<file path="config.mk">
export PLATFORM = sky130hd
export DESIGN_NAME = lc3b_mem_arbiter
export DESIGN_NICKNAME = d
export VERILOG_FILES = /design/src/rtl/lc3b_mem_arbiter.sv
export SDC_FILE = /design/constraint.sdc
export NUM_CORES = 1
export LEC_CHECK = 0
export ABC_CLOCK_PERIOD_IN_PS = 4100
export CAP_MARGIN = 20
export CORE_AREA = 2 2 62 64
export CTS_CLUSTER_DIAMETER = 120
export DETAILED_ROUTE_END_ITERATION = 12
export DIE_AREA = 0 0 64 66
export DONT_BUFFER_PORTS = 1
export GPL_ROUTABILITY_DRIVEN = 0
export HOLD_SLACK_MARGIN = 0.03
export PLACE_DENSITY = 0.84
export SKIP_CTS_REPAIR_TIMING = 1
export SLEW_MARGIN = 20
export SYNTH_ARGS = -nofsm -noshare
export SYNTH_HDL_FRONTEND = slang
export SYNTH_SLANG_ARGS = --single-unit
</file>
<file path="constraint.sdc">
create_clock -name clk -period 4.1 [get_ports clk]
set_input_delay 0.41 -clock clk [delete_from_list [all_inputs] [get_ports clk]]
set_output_delay 0.41 -clock clk [all_outputs]
set_load 0.01 [all_outputs]
</file>
<file path="src/rtl/lc3b_mem_arbiter.sv">
// lc3b_mem_arbiter
// Purpose : shares the single physical memory port between instruction fetch
//           (IF/ID) and data access (MEM). Data wins by default; a starvation
//           counter forces a fetch grant after STARVE_LIMIT consecutive data
//           grants issued while a fetch was waiting.
// Latency : grant on the first edge a request is seen in IDLE; pmem strobes
//           high from the next cycle; x_resp is combinational with pmem_resp;
//           back in IDLE one edge after pmem_resp.
// Backpressure: requesters hold level requests until their x_resp pulse;
//           pmem_* are held stable from captured registers until pmem_resp.
// Ports   : clk, rst_n (async active-low)
//           i_read/i_addr -> i_rdata/i_resp            (fetch requester)
//           d_read/d_write/d_addr/d_wdata/d_wmask -> d_rdata/d_resp (data)
//           pmem_read/write/addr/wdata/wmask, pmem_rdata/pmem_resp (memory)
//           busy : high whenever a transaction is being served
module lc3b_mem_arbiter #(
  parameter int STARVE_LIMIT = 4
) (
  input  logic        clk,
  input  logic        rst_n,
  input  logic        i_read,
  input  logic [15:0] i_addr,
  output logic [15:0] i_rdata,
  output logic        i_resp,
  input  logic        d_read,
  input  logic        d_write,
  input  logic [15:0] d_addr,
  input  logic [15:0] d_wdata,
  input  logic [1:0]  d_wmask,
  output logic [15:0] d_rdata,
  output logic        d_resp,
  output logic        pmem_read,
  output logic        pmem_write,
  output logic [15:0] pmem_addr,
  output logic [15:0] pmem_wdata,
  output logic [1:0]  pmem_wmask,
  input  logic [15:0] pmem_rdata,
  input  logic        pmem_resp,
  output logic        busy
);

  localparam logic [1:0] ST_IDLE    = 2'd0;
  localparam logic [1:0] ST_SERVE_I = 2'd1;
  localparam logic [1:0] ST_SERVE_D = 2'd2;

  localparam logic [3:0] LIMIT = 4'(STARVE_LIMIT);

  logic [1:0]  state_q,  state_d;
  logic [3:0]  starve_q, starve_d;
  logic [15:0] addr_q,   addr_d;
  logic [15:0] wdata_q,  wdata_d;
  logic [1:0]  wmask_q,  wmask_d;
  logic        rd_q,     rd_d;
  logic        wr_q,     wr_d;

  logic d_req;
  logic starved;

  assign d_req   = d_read | d_write;
  // Fetch has watched LIMIT data grants go by: it takes the next slot.
  assign starved = i_read && (starve_q == LIMIT);

  always_comb begin
    state_d  = state_q;
    starve_d = starve_q;
    addr_d   = addr_q;
    wdata_d  = wdata_q;
    wmask_d  = wmask_q;
    rd_d     = rd_q;
    wr_d     = wr_q;

    case (state_q)
      ST_IDLE: begin
        if (d_req && !starved) begin
          state_d = ST_SERVE_D;
          addr_d  = d_addr;
          wdata_d = d_wdata;
          wmask_d = d_wmask;
          // A simultaneous read+write is treated as a write only.
          wr_d    = d_write;
          rd_d    = ~d_write;
          if (!i_read)
            starve_d = 4'd0;
          else if (starve_q != LIMIT)
            starve_d = starve_q + 4'd1;
        end else if (i_read) begin
          state_d  = ST_SERVE_I;
          addr_d   = i_addr;
          wdata_d  = 16'h0000;
          wmask_d  = 2'b00;
          rd_d     = 1'b1;
          wr_d     = 1'b0;
          starve_d = 4'd0;
        end
      end

      ST_SERVE_I, ST_SERVE_D: begin
        // Clearing the capture registers on completion drops the strobes
        // and leaves the physical port quiet in IDLE.
        if (pmem_resp) begin
          state_d = ST_IDLE;
          addr_d  = 16'h0000;
          wdata_d = 16'h0000;
          wmask_d = 2'b00;
          rd_d    = 1'b0;
          wr_d    = 1'b0;
        end
      end

      default: begin
        state_d = ST_IDLE;
        addr_d  = 16'h0000;
        wdata_d = 16'h0000;
        wmask_d = 2'b00;
        rd_d    = 1'b0;
        wr_d    = 1'b0;
      end
    endcase
  end

  always_ff @(posedge clk or negedge rst_n) begin
    if (!rst_n) begin
      state_q  <= ST_IDLE;
      starve_q <= 4'd0;
      addr_q   <= 16'h0000;
      wdata_q  <= 16'h0000;
      wmask_q  <= 2'b00;
      rd_q     <= 1'b0;
      wr_q     <= 1'b0;
    end else begin
      state_q  <= state_d;
      starve_q <= starve_d;
      addr_q   <= addr_d;
      wdata_q  <= wdata_d;
      wmask_q  <= wmask_d;
      rd_q     <= rd_d;
      wr_q     <= wr_d;
    end
  end

  assign pmem_read  = rd_q;
  assign pmem_write = wr_q;
  assign pmem_addr  = addr_q;
  assign pmem_wdata = wdata_q;
  assign pmem_wmask = wmask_q;

  // Responses only exist inside a SERVE state; a pmem_resp seen in IDLE
  // (e.g. left over from before a reset) never reaches a requester.
  assign i_resp  = (state_q == ST_SERVE_I) && pmem_resp;
  assign d_resp  = (state_q == ST_SERVE_D) && pmem_resp;
  assign i_rdata = i_resp ? pmem_rdata : 16'h0000;
  assign d_rdata = d_resp ? pmem_rdata : 16'h0000;

  assign busy = (state_q != ST_IDLE);

endmodule

</file>
==> qor.csv, run 1 <==
metric,value,unit
status,completed,
synth_cell_types,30,
setup_viol,0,
instances_no_fill,244,
grt_pass1_wl,7800,um
cp_max_fo,20,
timing.final.crit_share,56.6,%
drv_cap,0,
insertedDiodeCount,0,
fmax,0.431,GHz
grt_setup_unrepaired,no,
post_drt_wl_per_cell,22.1,um
p_int,925,uW
die_y,66,um
drive_gt1_share,7.65,%
grt_use_total,24.3,%
ios,143,
ys_ff_latch,42,
nNetsFinal,272,
worstPathArrival,2.61,ns
hpwl,3830,um
drt_wl_total,5390,um
via_per_inst,7.09,
ys.warnings.count,0,
syn_to_final_growth,2.40,%
critPathKind,reg -> reg,
critPathCaptureType,flop,
core-area,3550,sq um
worstHoldStart,i_addr[11],
grt_max_degree,43,
switchingPower,726,uW
layout_commonest_cell,dfrtp_1,
dp.cells,234,
grt_overflow_total,0,
power_frac_seq,48.8,%
antenna_found_initial,0,
clk_latency,0.35,ns
via_count,1730,
avgSynthCellArea,10.7,sq um
powerDensity,736,nW/um^2
cts_sinks,42,
start_util,61.7,%
dr.pass1.iters,4,
finalMaxSlewViolations,0,
synth_nets,282,
combPwrFrac,39.2,%
cts-root-buf,clkbuf_4,
swShare,44.0,%
cts_tree,done,
synth_seq_area_share,48.0,%
skew,0.00782,ns
worst_pin_slew,0.966,ns
path_clk_slew,0.12,ns
die_w,64,um
max_slew_margin,35.1,%
hold_viol_final,0,
required,4.39,ns
clkPwrFrac,12.0,%
finalWorstPathRequiredPeriod,2.32,ns
start_kind,flop,
r2r-start,state_q[0],
rows,22,
vdd_drop_max,0.457,mV
critPathLaunch,state_q[0],
cts-htree-levels,2,
grt_pass1_vias,1563,
numCtsBuffers,5,
synth_area,2190,sq um
hold_class,in -> reg,
syn_inst,205,
clockBufferDepth,2,
die_area,4220,sq um
drc,0,
p_leak,1.09,nW
numPortBuffers,0,
fin_tns_setup,0,ns
ant_nets,0,
layout_common_cells,"dfrtp_1, and3_1, o21ai_0, a22o_1",
drtIter0Drc,101,
-- synth_stat cells --
| master | count | share of area, % |
|---|---|---|
| dfrtp_1 | 42 | 48 |
| a221o_1 | 16 | 7.3 |
| buf_4 | 3 | 1.0 |
| nor2_1 | 3 | 0.51 |
| inv_1 | 6 | 1.0 |
| and4b_1 | 1 | 0.46 |
| nor4_1 | 16 | 4.6 |
| a32o_1 | 2 | 0.91 |
| buf_2 | 9 | 2.1 |
| and3_1 | 32 | 9.1 |
| nor4_4 | 1 | 0.97 |
| or2_2 | 1 | 0.29 |
| nand4_1 | 2 | 0.57 |
| a211oi_4 | 1 | 0.91 |
| nor2b_1 | 1 | 0.29 |
| buf_6 | 2 | 1.0 |
| a21o_1 | 3 | 1.0 |
| ha_1 | 5 | 2.9 |
| and2_1 | 2 | 0.57 |
| o21ai_0 | 19 | 4.3 |
| nand2_1 | 4 | 0.69 |
| a22o_1 | 19 | 7.6 |
| nor3_1 | 1 | 0.23 |
| clkbuf_1 | 7 | 1.2 |
| nand3_1 | 1 | 0.23 |
| or2_1 | 1 | 0.29 |
| o211ai_1 | 1 | 0.34 |
| nand2b_1 | 2 | 0.57 |
| o31ai_2 | 1 | 0.57 |
| nand4b_1 | 1 | 0.40 |
-- power groups by stage --
| stage | logic (mW) | clock network, mW | registers [mW] |
|---|---|---|---|
| after floorplan | 0.571 | 0 | 0.768 |
| after global placement | 0.590 | 0 | 0.804 |
| after detailed placement | 0.632 | 0 | 0.810 |
| after CTS | 0.634 | 0.204 | 0.804 |
| after global routing | 0.711 | 0.221 | 0.821 |
| final | 0.647 | 0.198 | 0.806 |
-- sequential cells by signal (all words and copies together) (netlist names) --
signal,flops
pmem_read,1
pmem_addr,16
pmem_write,1
starve_q,4
state_q,2
pmem_wmask,2
pmem_wdata,16
-- metrics by stage --
| stage | power [mW] | cell area, sq um | utilization (%) | hold slack (ns) | setup WS (ns) |
|---|---|---|---|---|---|
| floorplan | 1.34 | 2190 | - | 0.114 | 2.34 |
| global placement | 1.39 | 2150 | 60.5 | 0.115 | 1.88 |
| detailed placement | 1.44 | 2150 | 60.5 | 0.115 | 1.72 |
| CTS | 1.64 | 2200 | 62.1 | -0.279 | 1.71 |
| global route | 1.75 | 2240 | 63.1 | 0.170 | 1.65 |
| finish | 1.65 | 2240 | 63.1 | 0.187 | 1.78 |
-- kinds of logic (layout without fill, tap and decap cells) --
logic type                 Yosys count  in the layout  synth area share, %
AOI/OAI and AO/OA                   62             62                 23.0
adders and majority gates            5              5                 2.86
buffers and inverters               27             18                 6.34
DFF                                 42             42                 48.0
and+or+nand+nor                     69             69                 19.8
-- worst paths after layout --
| path | end | slack (ns) | cells after the start |
|---|---|---|---|
| hold / removal | pmem_addr[11] | 0.19 | 1 |
| setup / recovery | pmem_wdata[7] | 1.78 | 6 |
| min in group asynchronous | starve_q[3] | 0.54 | 2 |
| hold reg to reg | state_q[1] | 0.55 | 1 |
| setup reg to reg | pmem_wdata[7] | 1.78 | 6 |
| max in group asynchronous | pmem_wdata[7] | 3.38 | 2 |
-- layer usage --
layer  wire length [um]  global-route usage (%)
met5                  0                       0
met4                 63                    8.70
met2               2740                    39.3
met1               2130                    30.4
met3                458                    8.18
-- critical path: stages, from the launching register on --
cell	delay, ns
dfrtp_1	0.41
inv_1	0.08
ha_1	0.28
nor2b_1	0.13
buf_4	0.20
nor4_4	0.86
a22o_1	0.28
-- layout make-up --
cell class                 count  area [sq um]
fill                         274          1310
sequential                    42          1050
multi-input combinational    136          1000
tap                           48          60.1
timing repair buffer           4          52.6
clock buffer                   6          41.3
inverter                       6          22.5
clock inverter                 2          13.8
Power figures use the tool's default switching activity.
==> run 2: changes to the inputs <==
--- a/config.mk
+++ b/config.mk
@@ -5,16 +5,16 @@
 export SDC_FILE = /design/constraint.sdc
 export NUM_CORES = 1
 export LEC_CHECK = 0
-export ABC_CLOCK_PERIOD_IN_PS = 4100
+export ABC_CLOCK_PERIOD_IN_PS = 2200
 export CAP_MARGIN = 20
-export CORE_AREA = 2 2 62 64
+export CORE_AREA = 2 2 63 65
 export CTS_CLUSTER_DIAMETER = 120
 export DETAILED_ROUTE_END_ITERATION = 12
-export DIE_AREA = 0 0 64 66
+export DIE_AREA = 0 0 65 67
 export DONT_BUFFER_PORTS = 1
 export GPL_ROUTABILITY_DRIVEN = 0
 export HOLD_SLACK_MARGIN = 0.03
-export PLACE_DENSITY = 0.84
+export PLACE_DENSITY = 0.82
 export SKIP_CTS_REPAIR_TIMING = 1
 export SLEW_MARGIN = 20
 export SYNTH_ARGS = -nofsm -noshare
==> constraint.sdc (replaced) <==
create_clock -name clk -period 2.2 [get_ports clk]
set_input_delay 0.22 -clock clk [delete_from_list [all_inputs] [get_ports clk]]
set_output_delay 0.22 -clock clk [all_outputs]
set_load 0.01 [all_outputs]
==> qor.csv, run 2 (synthesis results as in run 1) <==
metric,value,unit,change
status,completed,,
skew,0.0112,ns,+0.00336 ns
cts_sinks,42,,unchanged
grt_pass1_vias,1655,,+5.9%
numPortBuffers,0,,unchanged
fin_area,2350,sq um,+4.9%
cts-htree-levels,2,,unchanged
grt_use_total,26.5,%,+2.2 points
vdd_drop_max,0.859,mV,+88%
die_area,4360,sq um,+3.1%
cts-root-buf,clkbuf_8,,
crit_top_cell,buf_4,,
grt_max_degree,43,,unchanged
total_power,3.43,mW,+110%
cts_tree,done,,
nNetsFinal,279,,+2.6%
start_kind,flop,,
core-area,3610,sq um,+1.6%
slowest_delay,0.39,ns,-0.47 ns
instances_no_fill,251,,+2.9%
fillers,284,,+3.6%
max_slew_margin,41.5,%,+6.3 points
multi_input_area,1000,sq um,-0.12%
grt_pass1_wl,8470,um,+8.5%
hold_class,in -> reg,,
fmax,0.531,GHz,+23%
dp.cells,241,,+3.0%
hpwl,4290,um,+12%
crit_chain,inv_1 > ha_1 > nor2b_1 > buf_4 > nor4_4 > buf_4 > a22o_1,,
numCtsBuffers,5,,unchanged
rows,22,,unchanged
grt_setup_unrepaired,no,,
drc,0,,unchanged
pre_cts_ws,0.357,ns,-1.36 ns
layout_commonest_cell,dfrtp_1,,
worst_pin_slew,0.873,ns,-0.0931 ns
cp_slowest_cell,dfrtp_1,,
insertedDiodeCount,0,,unchanged
hold_slack,0.0454,ns,-0.142 ns
drv_cap,0,,unchanged
die_y,67,um,+1.5%
worstPathArrival,2.11,ns,-0.50 ns
worst-path-buf-inv,3,,+1
ios,143,,unchanged
die_w,65,um,+1.6%
fin_tns_setup,0,ns,unchanged
post_drt_wl_per_cell,23.1,um,+4.4%
setup_ws,0.317,ns,-1.46 ns
critPathCaptureType,flop,,
clockBufferDepth,2,,unchanged
layout_common_cells,"dfrtp_1, and3_1, o21ai_0, a22o_1",,
cp_max_fo,19,,-5.0%
seqCellArea,1050,sq um,unchanged
clk_latency,0.31,ns,-0.04 ns
finalMaxSlewViolations,0,,unchanged
p_leak,1.15,nW,+6.0%
hold_viol_final,0,,unchanged
drtIter0Drc,65,,-36%
via_per_inst,7.12,,+0.47%
syn_to_final_growth,7.37,%,
setup_viol,0,,unchanged
via_count,1788,,+3.4%
path_clk_slew,0.09,ns,-0.03 ns
place_area,2200,sq um,+2.4%
critPathKind,reg -> reg,,
timing.final.crit_share,85.6,%,+29 points
dr.pass1.iters,4,,unchanged
ant_nets,0,,unchanged
fin_util,65.2,%,+2.1 points
powerDensity,1460,nW/um^2,+98%
grt_overflow_total,0,,unchanged
start_util,60.7,%,-0.94 points
required,2.43,ns,-1.96 ns
antenna_found_initial,0,,unchanged
drt_wl_total,5790,um,+7.4%
drive_gt1_share,10.8,%,+3.2 points
finalWorstPathRequiredPeriod,1.88,ns,-0.437 ns
cp_top_family,buffers and inverters,,
-- run 2: area by class of cell --
type / instances / area share [%]
Clock inverter: 3 / 1.86
Clock buffer: 5 / 2.93
Timing Repair Buffer: 11 / 4.47
Multi-Input combinational cell: 136 / 42.5
Sequential cell: 42 / 44.7
Inverter: 6 / 0.958
Tap cell: 48 / 2.55
-- run 2: power by group --
part	total, mW	switching, mW	leakage, nW	internal, mW
clock network	0.622	0.282	0.0585	0.340
logic	1.29	0.730	0.543	0.559
registers	1.51	0.412	0.550	1.10
total	3.43	1.42	1.15	2.00
-- run 2: worst paths after layout --
path | start | endpoint | slack [ns] | depth (start not counted)
max in group asynchronous | rst_n | pmem_wdata[12] | 1.56 | 2
worst min register to register | state_q[0] | state_q[0] | 0.53 | 1
worst max-delay path | state_q[0] | pmem_wdata[3] | 0.32 | 7
worst max register to register | state_q[0] | pmem_wdata[3] | 0.32 | 7
worst min-delay path | d_wdata[1] | pmem_wdata[1] | 0.05 | 1
min in group asynchronous | rst_n | pmem_addr[4] | 0.44 | 2
-- run 2: metal layers --
layer / vias up / track usage (%) / wire [um]
met5: - / 0 / 0
met4: 0 / 7.98 / 89
met3: 9 / 7.60 / 432
met2: 106 / 46.9 / 3150
met1: 889 / 31.3 / 2120
li1: 784 / - / -
==> run 3: changes to the inputs <==
--- a/config.mk
+++ b/config.mk
@@ -7,10 +7,11 @@
 export LEC_CHECK = 0
 export ABC_CLOCK_PERIOD_IN_PS = 2200
 export CAP_MARGIN = 20
-export CORE_AREA = 2 2 63 65
+export CORE_AREA = 5 5 66 68
 export CTS_CLUSTER_DIAMETER = 120
+export CTS_CLUSTER_SIZE = 25
 export DETAILED_ROUTE_END_ITERATION = 12
-export DIE_AREA = 0 0 65 67
+export DIE_AREA = 0 0 71 73
 export DONT_BUFFER_PORTS = 1
 export GPL_ROUTABILITY_DRIVEN = 0
 export HOLD_SLACK_MARGIN = 0.03
==> qor.csv, run 3 (synthesis results as in run 1) <==
metric,value,unit,change
syn_to_final_growth,7.03,%,
cp_max_fo,19,,unchanged
hold_class,in -> reg,,
vdd_drop_max,0.735,mV,-14%
skew,0.00637,ns,-0.00482 ns
layout_commonest_cell,dfrtp_1,,
pre_cts_ws,0.175,ns,-0.182 ns
fin_tns_setup,0,ns,unchanged
grt_max_degree,43,,unchanged
cts-root-buf,clkbuf_8,,
rows,23,,+4.5%
via_count,1749,,-2.2%
post_drt_wl_per_cell,23.1,um,about the same
start_util,57.6,%,-3.1 points
fin_util,61.7,%,-3.5 points
max_slew_margin,54.3,%,+13 points
powerDensity,1450,nW/um^2,-0.73%
clockBufferDepth,2,,unchanged
layout_common_cells,"dfrtp_1, and3_1, o21ai_0, a22o_1",,
worstPathArrival,2.24,ns,+0.13 ns
grt_pass1_vias,1710,,+3.3%
drv_cap,0,,unchanged
finalWorstPathRequiredPeriod,2.01,ns,+0.128 ns
place_area,2190,sq um,-0.34%
drtIter0Drc,94,,+45%
path_clk_slew,0.08,ns,about the same
antenna_found_initial,0,,unchanged
via_per_inst,7.00,,-1.8%
clk_latency,0.29,ns,-0.02 ns
dr.pass1.iters,4,,unchanged
numCtsBuffers,5,,unchanged
dp.cells,240,,-0.41%
nNetsFinal,276,,-1.1%
drive_gt1_share,9.50,%,-1.3 points
required,2.42,ns,about the same
fin_area,2340,sq um,-0.32%
setup_ws,0.189,ns,-0.128 ns
hold_slack,0.0665,ns,+0.0212 ns
die_area,5180,sq um,+19%
core-area,3800,sq um,+5.3%
insertedDiodeCount,0,,unchanged
total_power,3.39,mW,-1.0%
finalMaxSlewViolations,0,,unchanged
critPathCaptureType,flop,,
ant_nets,0,,unchanged
drc,0,,unchanged
worst_pin_slew,0.683,ns,-0.190 ns
cts-htree-levels,2,,unchanged
critPathKind,reg -> reg,,
grt_pass1_wl,9200,um,+8.6%
die_w,71,um,+9.2%
numPortBuffers,0,,unchanged
p_leak,1.14,nW,-1.1%
fmax,0.497,GHz,-6.3%
start_kind,flop,,
status,completed,,
hold_viol_final,0,,unchanged
cts_sinks,42,,unchanged
die_y,73,um,+9.0%
ios,143,,unchanged
timing.final.crit_share,91.4,%,+5.8 points
drt_wl_total,5770,um,-0.41%
instances_no_fill,250,,-0.40%
grt_overflow_total,0,,unchanged
cts_tree,done,,
grt_use_total,22.5,%,-4.0 points
hpwl,4390,um,+2.2%
setup_viol,0,,unchanged
grt_setup_unrepaired,no,,
[run 3: area by class of cell]
| class | count | area [sq um] |
|---|---|---|
| well taps | 50 | 62.6 |
| multi-input cells | 136 | 1000 |
| clock buffers | 5 | 68.8 |
| repair buffers | 8 | 95.1 |
| fillers | 300 | 1460 |
| inverters | 6 | 22.5 |
| flip-flops and latches | 42 | 1050 |
| clock inverters | 3 | 43.8 |
[run 3: routing by layer]
layer | wire [um] | global-route usage (%) | part of all wire, % | up-vias
met5 | 0 | 0 | 0 | -
met4 | 137 | 8.98 | 2.4 | 0
met3 | 553 | 8.40 | 9.6 | 13
met2 | 2830 | 35.5 | 49 | 93
met1 | 2250 | 28.2 | 39 | 856
li1 | - | - | - | 787
[run 3: power breakdown]
part	leakage, nW	total [mW]	switching (mW)	internal [mW]
clock	0.0585	0.597	0.258	0.340
sequential	0.550	1.51	0.411	1.10
combinational	0.531	1.28	0.720	0.558
total	1.14	3.39	1.39	2.00
[run 3: worst paths after layout]
kind / startpoint / to / slack, ns / cells after the start
setup / recovery: state_q[0] / pmem_addr[4] / 0.19 / 6
hold / removal: i_addr[13] / pmem_addr[13] / 0.07 / 1
setup reg to reg: state_q[0] / pmem_addr[4] / 0.19 / 6
hold reg to reg: state_q[1] / state_q[1] / 0.53 / 1
max in group asynchronous: rst_n / pmem_addr[4] / 1.58 / 2
min in group asynchronous: rst_n / pmem_addr[10] / 0.43 / 2
[run 3: critical path, cell delays in order (launching register included)]
cell and delay (ns):
dfrtp_1 0.39, inv_1 0.08, ha_1 0.29, nor2b_1 0.14, buf_4 0.20, a211oi_4 0.57
a221o_1 0.27
